## src/rtl/alu_ctrl_pkg.sv

```systemverilog
// rtl/alu_ctrl_pkg.sv - shared FSM encoding, port IDs and defaults for the ALU control path
package alu_ctrl_pkg;

  typedef enum logic [1:0] {
    IDLE  = 2'b00,
    ISSUE = 2'b01,
    WAIT  = 2'b10,
    RESP  = 2'b11
  } state_t;

  localparam logic PORT0 = 1'b0;
  localparam logic PORT1 = 1'b1;

  localparam int DEFAULT_WAIT_LIMIT = 4;

endpackage

```

## src/rtl/alu_op_arbiter_if.sv

```systemverilog
// rtl/alu_op_arbiter_if.sv - requester, ALU and response signals of the ALU op arbiter
interface alu_op_arbiter_if #(
  parameter int DATA_WIDTH = 8,
  parameter int FUN_WIDTH  = 4
);
  logic                  req0_valid, req1_valid;
  logic [DATA_WIDTH-1:0] req0_a, req0_b, req1_a, req1_b;
  logic [FUN_WIDTH-1:0]  req0_fun, req1_fun;
  logic                  req0_ready, req1_ready;
  logic [DATA_WIDTH-1:0] alu_a, alu_b;
  logic [FUN_WIDTH-1:0]  alu_fun;
  logic                  alu_en;
  logic [DATA_WIDTH-1:0] alu_out;
  logic                  alu_valid;
  logic                  rsp_valid;
  logic                  rsp_id;
  logic [DATA_WIDTH-1:0] rsp_data;
  logic                  rsp_err;

  modport master (
    output req0_valid, req1_valid, req0_a, req0_b, req1_a, req1_b, req0_fun, req1_fun,
    input  req0_ready, req1_ready,
    input  alu_a, alu_b, alu_fun, alu_en,
    output alu_out, alu_valid,
    input  rsp_valid, rsp_id, rsp_data, rsp_err
  );

  modport slave (
    input  req0_valid, req1_valid, req0_a, req0_b, req1_a, req1_b, req0_fun, req1_fun,
    output req0_ready, req1_ready,
    output alu_a, alu_b, alu_fun, alu_en,
    input  alu_out, alu_valid,
    output rsp_valid, rsp_id, rsp_data, rsp_err
  );
endinterface

```

## src/rtl/alu_rr_arbiter.sv

```systemverilog
// rtl/alu_rr_arbiter.sv - two-requester grant with last-grant pointer
// ALU_OP_ARBITER_RR_EN selects round-robin; otherwise fixed priority to port 0.
module alu_rr_arbiter
  import alu_ctrl_pkg::*;
(
  input  logic       clk,
  input  logic       rst,
  input  logic       arb_en,
  input  logic [1:0] req_valid,
  output logic [1:0] grant
);
  logic favour1;

`ifdef ALU_OP_ARBITER_RR_EN
  logic last_grant;

  always_ff @(posedge clk) begin
    if (rst) begin
      last_grant <= PORT1;
    end else if (|grant) begin
      last_grant <= grant[1];
    end
  end

  assign favour1 = (last_grant == PORT0);
`else
  logic unused_stub;

  assign unused_stub = clk ^ rst;
  assign favour1     = 1'b0;
`endif

  always_comb begin
    grant = 2'b00;
    if (arb_en) begin
      if (req_valid == 2'b11) begin
        grant = favour1 ? 2'b10 : 2'b01;
      end else begin
        grant = req_valid;
      end
    end
  end

endmodule

```

## src/rtl/alu_op_arbiter.sv

```systemverilog
// rtl/alu_op_arbiter.sv - arbitrates two requesters onto a shared ALU and returns tagged results
// Arbitration policy is set by ALU_OP_ARBITER_RR_EN (see alu_rr_arbiter).
module alu_op_arbiter
  import alu_ctrl_pkg::*;
#(
  parameter int DATA_WIDTH = 8,
  parameter int FUN_WIDTH  = 4,
  parameter int WAIT_LIMIT = DEFAULT_WAIT_LIMIT
) (
  input logic             clk,
  input logic             rst,
  alu_op_arbiter_if.slave bus
);
  localparam logic [3:0] WAIT_LAST = 4'(WAIT_LIMIT - 1);

  state_t                state, state_nxt;
  logic [1:0]            req_valid, grant;
  logic                  arb_en, accept, grant_id, op_id, wait_done;
  logic [3:0]            wait_cnt;
  logic [DATA_WIDTH-1:0] a_q, b_q, rsp_data_q;
  logic [FUN_WIDTH-1:0]  fun_q;
  logic                  rsp_id_q, rsp_err_q, alu_en_c, rsp_valid_c;

  assign req_valid = {bus.req1_valid, bus.req0_valid};
  assign arb_en    = (state == IDLE) && !rst;

  alu_rr_arbiter u_arb (
    .clk      (clk),
    .rst      (rst),
    .arb_en   (arb_en),
    .req_valid(req_valid),
    .grant    (grant)
  );

  assign accept         = |grant;
  assign grant_id       = grant[1];
  assign bus.req0_ready = grant[0];
  assign bus.req1_ready = grant[1];
  // A late alu_valid on the final wait cycle still wins over the timeout.
  assign wait_done      = bus.alu_valid || (wait_cnt == WAIT_LAST);

  always_ff @(posedge clk) begin
    if (rst) begin
      state <= IDLE;
    end else begin
      state <= state_nxt;
    end
  end

  always_comb begin
    state_nxt = state;
    case (state)
      IDLE:  if (accept) state_nxt = ISSUE;
      ISSUE: state_nxt = WAIT;
      WAIT:  if (wait_done) state_nxt = RESP;
      RESP:  state_nxt = IDLE;
    endcase
  end

  always_comb begin
    alu_en_c    = 1'b0;
    rsp_valid_c = 1'b0;
    case (state)
      ISSUE:   alu_en_c    = 1'b1;
      RESP:    rsp_valid_c = 1'b1;
      default: ;
    endcase
  end

  // Operands load on acceptance so they are already on the ALU bus in ISSUE.
  always_ff @(posedge clk) begin
    if (rst) begin
      a_q        <= '0;
      b_q        <= '0;
      fun_q      <= '0;
      op_id      <= PORT0;
      wait_cnt   <= '0;
      rsp_id_q   <= PORT0;
      rsp_data_q <= '0;
      rsp_err_q  <= 1'b0;
    end else begin
      if (accept) begin
        a_q   <= grant_id ? bus.req1_a   : bus.req0_a;
        b_q   <= grant_id ? bus.req1_b   : bus.req0_b;
        fun_q <= grant_id ? bus.req1_fun : bus.req0_fun;
        op_id <= grant_id;
      end
      if (state == ISSUE) begin
        wait_cnt <= '0;
      end else if (state == WAIT) begin
        wait_cnt <= wait_cnt + 4'd1;
        if (wait_done) begin
          rsp_id_q   <= op_id;
          rsp_data_q <= bus.alu_valid ? bus.alu_out : '0;
          rsp_err_q  <= !bus.alu_valid;
        end
      end
    end
  end

  assign bus.alu_a     = a_q;
  assign bus.alu_b     = b_q;
  assign bus.alu_fun   = fun_q;
  assign bus.alu_en    = alu_en_c;
  assign bus.rsp_valid = rsp_valid_c;
  assign bus.rsp_id    = rsp_id_q;
  assign bus.rsp_data  = rsp_data_q;
  assign bus.rsp_err   = rsp_err_q;

endmodule
```

## src/flat_wrapper.sv

```systemverilog
// flat-port wrapper written by rule: the top's interface ports become plain ports
module alu_op_arbiter_flat import alu_ctrl_pkg::*;
#(
  parameter int DATA_WIDTH = 8,
  parameter int FUN_WIDTH  = 4,
  parameter int WAIT_LIMIT = DEFAULT_WAIT_LIMIT
)
  (clk, rst, bus_req0_valid, bus_req1_valid, bus_req0_a, bus_req0_b, bus_req1_a, bus_req1_b, bus_req0_fun, bus_req1_fun, bus_req0_ready, bus_req1_ready, bus_alu_a, bus_alu_b, bus_alu_fun, bus_alu_en, bus_alu_out, bus_alu_valid, bus_rsp_valid, bus_rsp_id, bus_rsp_data, bus_rsp_err);
  alu_op_arbiter_if #(.DATA_WIDTH(DATA_WIDTH), .FUN_WIDTH(FUN_WIDTH)) bus_i ();
  input logic clk;
  input logic rst;
  input wire logic [$bits(bus_i.req0_valid)-1:0] bus_req0_valid;
  input wire logic [$bits(bus_i.req1_valid)-1:0] bus_req1_valid;
  input wire logic [$bits(bus_i.req0_a)-1:0] bus_req0_a;
  input wire logic [$bits(bus_i.req0_b)-1:0] bus_req0_b;
  input wire logic [$bits(bus_i.req1_a)-1:0] bus_req1_a;
  input wire logic [$bits(bus_i.req1_b)-1:0] bus_req1_b;
  input wire logic [$bits(bus_i.req0_fun)-1:0] bus_req0_fun;
  input wire logic [$bits(bus_i.req1_fun)-1:0] bus_req1_fun;
  output wire logic [$bits(bus_i.req0_ready)-1:0] bus_req0_ready;
  output wire logic [$bits(bus_i.req1_ready)-1:0] bus_req1_ready;
  output wire logic [$bits(bus_i.alu_a)-1:0] bus_alu_a;
  output wire logic [$bits(bus_i.alu_b)-1:0] bus_alu_b;
  output wire logic [$bits(bus_i.alu_fun)-1:0] bus_alu_fun;
  output wire logic [$bits(bus_i.alu_en)-1:0] bus_alu_en;
  input wire logic [$bits(bus_i.alu_out)-1:0] bus_alu_out;
  input wire logic [$bits(bus_i.alu_valid)-1:0] bus_alu_valid;
  output wire logic [$bits(bus_i.rsp_valid)-1:0] bus_rsp_valid;
  output wire logic [$bits(bus_i.rsp_id)-1:0] bus_rsp_id;
  output wire logic [$bits(bus_i.rsp_data)-1:0] bus_rsp_data;
  output wire logic [$bits(bus_i.rsp_err)-1:0] bus_rsp_err;
  assign bus_i.req0_valid = bus_req0_valid;
  assign bus_i.req1_valid = bus_req1_valid;
  assign bus_i.req0_a = bus_req0_a;
  assign bus_i.req0_b = bus_req0_b;
  assign bus_i.req1_a = bus_req1_a;
  assign bus_i.req1_b = bus_req1_b;
  assign bus_i.req0_fun = bus_req0_fun;
  assign bus_i.req1_fun = bus_req1_fun;
  assign bus_req0_ready = bus_i.req0_ready;
  assign bus_req1_ready = bus_i.req1_ready;
  assign bus_alu_a = bus_i.alu_a;
  assign bus_alu_b = bus_i.alu_b;
  assign bus_alu_fun = bus_i.alu_fun;
  assign bus_alu_en = bus_i.alu_en;
  assign bus_i.alu_out = bus_alu_out;
  assign bus_i.alu_valid = bus_alu_valid;
  assign bus_rsp_valid = bus_i.rsp_valid;
  assign bus_rsp_id = bus_i.rsp_id;
  assign bus_rsp_data = bus_i.rsp_data;
  assign bus_rsp_err = bus_i.rsp_err;
  alu_op_arbiter #(.DATA_WIDTH(DATA_WIDTH), .FUN_WIDTH(FUN_WIDTH), .WAIT_LIMIT(WAIT_LIMIT)) u_core (.clk(clk), .rst(rst), .bus(bus_i));
endmodule
```

## config.mk

```make
export PLATFORM = sky130hd
export DESIGN_NAME = alu_op_arbiter_flat
export DESIGN_NICKNAME = d
export VERILOG_FILES = /design/src/rtl/alu_ctrl_pkg.sv /design/src/rtl/alu_op_arbiter_if.sv /design/src/rtl/alu_rr_arbiter.sv /design/src/rtl/alu_op_arbiter.sv /design/src/flat_wrapper.sv
export SDC_FILE = /design/constraint.sdc
export NUM_CORES = 1
export LEC_CHECK = 0
export CORE_MARGIN = 2
export CORE_UTILIZATION = 40
export CTS_BUF_LIST = sky130_fd_sc_hd__clkbuf_2 sky130_fd_sc_hd__clkbuf_4 sky130_fd_sc_hd__clkbuf_8
export DETAILED_ROUTE_END_ITERATION = 10
export PLACE_DENSITY = 0.85
export SLEW_MARGIN = 20
export SYNTH_ARGS = -nofsm -noshare
export SYNTH_HDL_FRONTEND = slang
export SYNTH_SLANG_ARGS = --single-unit
```

## constraint.sdc

```tcl
create_clock -name clk -period 1.8 [get_ports clk]
set_input_delay 0.36 -clock clk [delete_from_list [all_inputs] [get_ports clk]]
set_output_delay 0.36 -clock clk [all_outputs]
set_load 0.02 [all_outputs]
```

### Yosys cells after proc, flatten, opt, wreduce, memory -nomap -nowiden

Index checks and enable logic that the tools add are counted.

* register bits: 37
* bits of input ports: 53
* output and inout bits: 34
* word-level logic and storage cells: 38

* add/sub/neg operators: 1
* equal/unequal tests: 7
* mux-type cells: 11
* bitwise gates (word level): 1
* reduce and logical (&&, ||, !) cells: 9

Operators by type and width (number)
* 8-bit 2-to-1 mux: 3
* 2-bit 2-to-1 mux: 4
* 2-bit one-hot mux with 4 select lines: 1
* 2-bit equality test, second input constant: 3
* 4-bit by 1-bit adder with 4-bit output, second input constant: 1
* 4-bit by 2-bit equality test with 1-bit output, second input constant: 1
* 4-bit 2-to-1 mux: 1
* 2-bit by 1-bit inequality test with 1-bit output, second input constant: 2
* 2-bit OR reduction: 2
* 3-bit AND reduction: 1
* 2-bit by 1-bit equality test with 1-bit output, second input constant: 1
* 1-bit zero test: 2
* 2-bit zero test: 1
* 1-bit 2-to-1 mux: 2
* 2-bit AND reduction: 1
* 1-bit logical AND: 1
* 1-bit logical OR: 1
* 1-bit inverter: 1

### Logic depth before layout (Yosys ltp)

* depth after elaboration: 6
* mapped depth: 8
* mapped depth without buffers: 6

### By module

A second synthesis with hierarchy kept.

* cells, all modules: 174
* area total of the unflattened synthesis: 1746.7 µm²

Modules (own cells, without submodules)
* alu_op_arbiter: instances 1, cells an instance 172, area an instance 1730.4 µm², sequential area each 740.7 µm²
* alu_rr_arbiter: instances 1, cells an instance 2, area an instance 16.3 µm², sequential area each 0.0 µm²

### Worst setup path before layout

OpenSTA, ideal clock, no wires.

* path kind: reg-to-reg
* start point: register u_core.state[1]
* end point: register u_core.a_q[7] (netlist: u_core.bus.alu_a[7])
* arrival time: 1.543 ns
* required time: 1.714 ns
* setup slack: 0.172 ns
* cell stages (with the launch flop): 9
* path buffers: 2
* period minus slack after synthesis: 1.628 ns
* cells stage by stage: dfxtp_1 > inv_1 > ha_1 > nor2b_2 > and3b_1 > buf_6 > buf_12 > mux2i_1 > a211oi_1

* longest elaborated chain between the ends: 4
* elaborated cells on any way between the ends: 5
* classes of those cells: 2 x mux; 3 x reduce/logical

Ends and longest elaborated chain
* start, declared: line alu_op_arbiter.sv:16 `state_t state, state_nxt;`
* start signal, assigned: line alu_op_arbiter.sv:46 `state <= state_nxt;`
* 2-bit zero test *: line alu_op_arbiter.sv:25 `assign arb_en = (state == IDLE) && !rst;`
* 1-bit logical AND *: line alu_op_arbiter.sv:25
* 2-bit 2-to-1 mux *: line alu_rr_arbiter.sv:35 `if (arb_en) begin`
* net bus_req1_ready: line flat_wrapper.sv:21 `output wire logic [$bits(bus_i.req1_ready)-1:0] bus_req1_ready;`
* 8-bit 2-to-1 mux / 2-bit OR reduction (equally long branches): line alu_op_arbiter.sv:83, alu_op_arbiter.sv:35
* end signal, assigned: line alu_op_arbiter.sv:83 `a_q <= grant_id ? bus.req1_a : bus.req0_a;`
* end, declared: line alu_op_arbiter.sv:20 `logic [DATA_WIDTH-1:0] a_q, b_q, rsp_data_q;`

The timed path passes the listed nets; every way through them passes the cells marked *.
A chain may end at the register's enable or synchronous reset.

### Worst setup path in the final report

* start point: register u_core.state[1]
* end point: output bus_req0_ready

* longest elaborated chain between the ends: 3

Ends and longest elaborated chain
* 2-bit zero test: line alu_op_arbiter.sv:25
* 1-bit logical AND: line alu_op_arbiter.sv:25
* 2-bit 2-to-1 mux: line alu_rr_arbiter.sv:35
* end, declared: line flat_wrapper.sv:20 `output wire logic [$bits(bus_i.req0_ready)-1:0] bus_req0_ready;`

No other way between the ends.

==> impl_metrics.ini <==
[critical_path]
start_kind = register
reg2reg_to = u_core.bus.alu_b[7]
crit_type = register to output port
path_max_fanout = 3
critPathArrivalTime_ns = 1.37
rr_worst_depth = 7
reg2reg_slack_ns = 0.15
required_ns = 1.44
end_kind = output port
r2r-start = u_core.state[1]

[min_path]
holdPathStages = 1
hold_end = u_core.bus.rsp_data[0]
min_from = u_core.bus.rsp_data[0]
hp-class = register to register

[sta]
setup_violations = 0
skew_ns = 0.002998
final_max_slew_viol_count = 0
fmax_mhz = 577.4
rsz0062_at_grt = false
tightest_slew_ns = 0.4802
finalCriticalPeriod_ns = 1.732
hold_ws_ns = 0.4808
finalHoldViolCount = 0
slew_headroom = 0.6787
fin_crit_sh = 0.9622

[routing]
dr.pass1.iters = 4
routed_via_density = 4.924
routed_wl_microns = 4001
vias = 1492
wl_per_cell_microns = 13.20
postRouteAntennaNets = 0
drt_iter0_drc = 24
drc_errors = 0

[clock_tree]
h-tree-depth = 2
clock_path_buffers = 2
clkLatencyLatePin_ns = 0.28
cts_made_buffers = 5
cts-root-buf = clkbuf_8
cts_tree = done
clkTransAtPathRegs_ns = 0.07
clkSinkCount = 37

[floorplanning]
initial_utilization = 0.4115
die_y_microns = 67.92
io_pins = 87
die-area_sq_mm = 0.004612
core_sq_mm = 0.003971
fp.dieW_microns = 67.92
rows = 23

[finish]
drive_gt1_frac = 0.1186
antenna_cells = 0
area_growth_syn_to_layout_pct = 64.62
fillers = 338
nNetsFinal = 312
layout.cells.non_filler = 303
seq_area_sq_um = 743.2
finish.utilization = 0.6774
multi_input_area_sq_um = 814.5

[placement]
dp.cells = 294
globalplace.congestion = 0.7434
place_hpwl_microns = 2963
port_buffers = 86

[power_and_ir_drop]
leakage_nw = 1.004
p_sw_frac = 0.3234
p_per_area_mw_per_mm2 = 1078
vdd_ir_drop_max_v = 0.0004315
switchingPower_mw = 0.9381
p_int_mw = 1.963
p_clk_frac = 0.202
seqPwrFrac = 0.371
p_comb_frac = 0.427

[logic_synthesis]
synth_warnings = 0
yosysTopAreaCell = dfxtp_1
synthArstFlopShare = 0
synth-seq-cells = 37
synth_edf_count = 0
syn-num-nets = 218
syn_area_sq_mm = 0.001634
synthMostInstantiatedCell = dfxtp_1
synth_cell_types = 25
synth_area_leaders = dfxtp_1 (45%), mux2i_1 (14%), a211oi_1 (11%), nor2_1 (5.5%), ha_1 (5.4%)
ys.flop_type = dfxtp_1
avgSynthCellArea_sq_um = 10.34
syn_inst = 158
yosys-top-cells-count = dfxtp_1 (37), nor2_1 (24), a211oi_1 (23), mux2i_1 (23), a22o_1 (8)
synth_sequential_area_ratio = 0.4533
synthDominantCellAreaShare = 0.4533

[status]
outcome = complete, no violations

[global_routing]
grt_pass1_vias = 1367
grt_max_degree = 41
antenna_found_initial = 0
grt_pass1_wl_microns = 6106
grt_overflow = 0
grt_usage = 0.1801

[flow_run]
drv_cap = 0
logic make-up (layout without fill, tap and decap cells):
group | Yosys count | after routing | synth area share
adders and majority gates | 7 | 7 | 0.05360
DFF | 37 | 37 | 0.4533
muxes | 23 | 23 | 0.1409
xor gates and xnor gates | 3 | 3 | 0.01608
and+or+nand+nor | 39 | 39 | 0.1103
AOI/OAI and AO/OA | 36 | 36 | 0.1708
buffers and inverters | 13 | 108 | 0.05513
per-layer routing:
metal  global-route usage  vias to the layer above  wire, microns
met2               0.3100                       49           2002
met4              0.06000                        0             48
met1               0.1972                      681           1629
met3              0.08059                        6            322
li1                     -                      756              -
met5                    0                        -              0
critical path: stages, from the launching register on:
cell and delay, ns:
dfxtp_2 0.33, inv_2 0.04, ha_2 0.18, nor2b_4 0.12, buf_4 0.14, and2_4 0.15, buf_6 0.12
how the worst max path moves through the flow:
| stage | start | end | depth (start not counted) |
|---|---|---|---|
| 5_1_grt | u_core.state[1] | bus_req1_ready | 5 |
| 2_1_floorplan | u_core.state[1] | u_core.bus.alu_a[7] | 8 |
| 3_3_place_gp | rst | bus_req1_ready | 4 |
| 4_1_cts | u_core.state[0] | bus_req0_ready | 6 |
| 3_5_place_dp | rst | bus_req1_ready | 4 |
| 6_report | u_core.state[1] | bus_req0_ready | 6 |
what timing repair did:
action | in CTS | in global routing
buffers inserted | 0 | 1
pin swaps | 0 | 1
setup endpoints to repair | 24 | 8
resized for setup | 13 | 11
hold endpoints to repair | 0 | 0
hold buffers | 0 | 0
cells in the final DEF, fill, tap and decap left out:
cell	n
ha_1	6
nor3_1	4
inv_2	2
buf_4	10
clkbuf_8	5
nand2_1	2
nor2_1	24
dfxtp_1	35
clkdlybuf4s50_1	82
o21a_1	2
nand2b_1	4
a22o_1	8
buf_6	2
o21bai_1	1
nand4_1	1
and3b_2	1
ha_2	1
buf_12	1
and2_4	1
o2bb2ai_1	1
o21ai_0	1
xor2_1	2
xnor2_1	1
buf_8	1
dlygate4sd2_1	2
nor2b_4	1
a211oi_1	23
dfxtp_2	2
mux2i_1	23
nor3b_1	1
clkbuf_4	3
sequential cells by signal, summed over array words and instances, names as in the netlist:
register and count:
u_core.wait_cnt 4, u_core.bus.rsp_data 8, u_core.bus.alu_a 8, u_core.bus.rsp_id 1, u_core.bus.rsp_err 1, u_core.op_id 1
u_core.bus.alu_fun 4, u_core.bus.alu_b 8, u_core.state 2
stage by stage:
step	power, mW	instance area (sq um)	worst slack, ns	setup TNS (ns)
after floorplan	1.712	1634	0.1716	0
after global placement	2.272	2570	-0.3773	-4.902
after detailed placement	2.302	2570	-0.3702	-5.256
after CTS	2.888	2656	-0.02025	-0.02025
final	2.901	2690	0.06798	0
after global routing	3.068	2690	0.009404	0
power groups by stage:
stage                     Combinational [mW]  Sequential, mW  Clock [mW]
after floorplan                        0.450            1.26           0
after global placement                  1.19            1.08           0
after detailed placement                1.21            1.09           0
after CTS                               1.21            1.07       0.603
after global routing                    1.34            1.09       0.631
final                                   1.24            1.08       0.586
cell type report:
| cell class | instances | area share |
|---|---|---|
| Sequential cell | 37 | 0.2763 |
| Timing Repair Buffer | 98 | 0.3609 |
| Tap cell | 50 | 0.02326 |
| Multi-Input combinational cell | 108 | 0.3028 |
| Clock buffer | 8 | 0.03395 |
| Inverter | 2 | 0.002791 |
(Power assumes the default switching activity.)
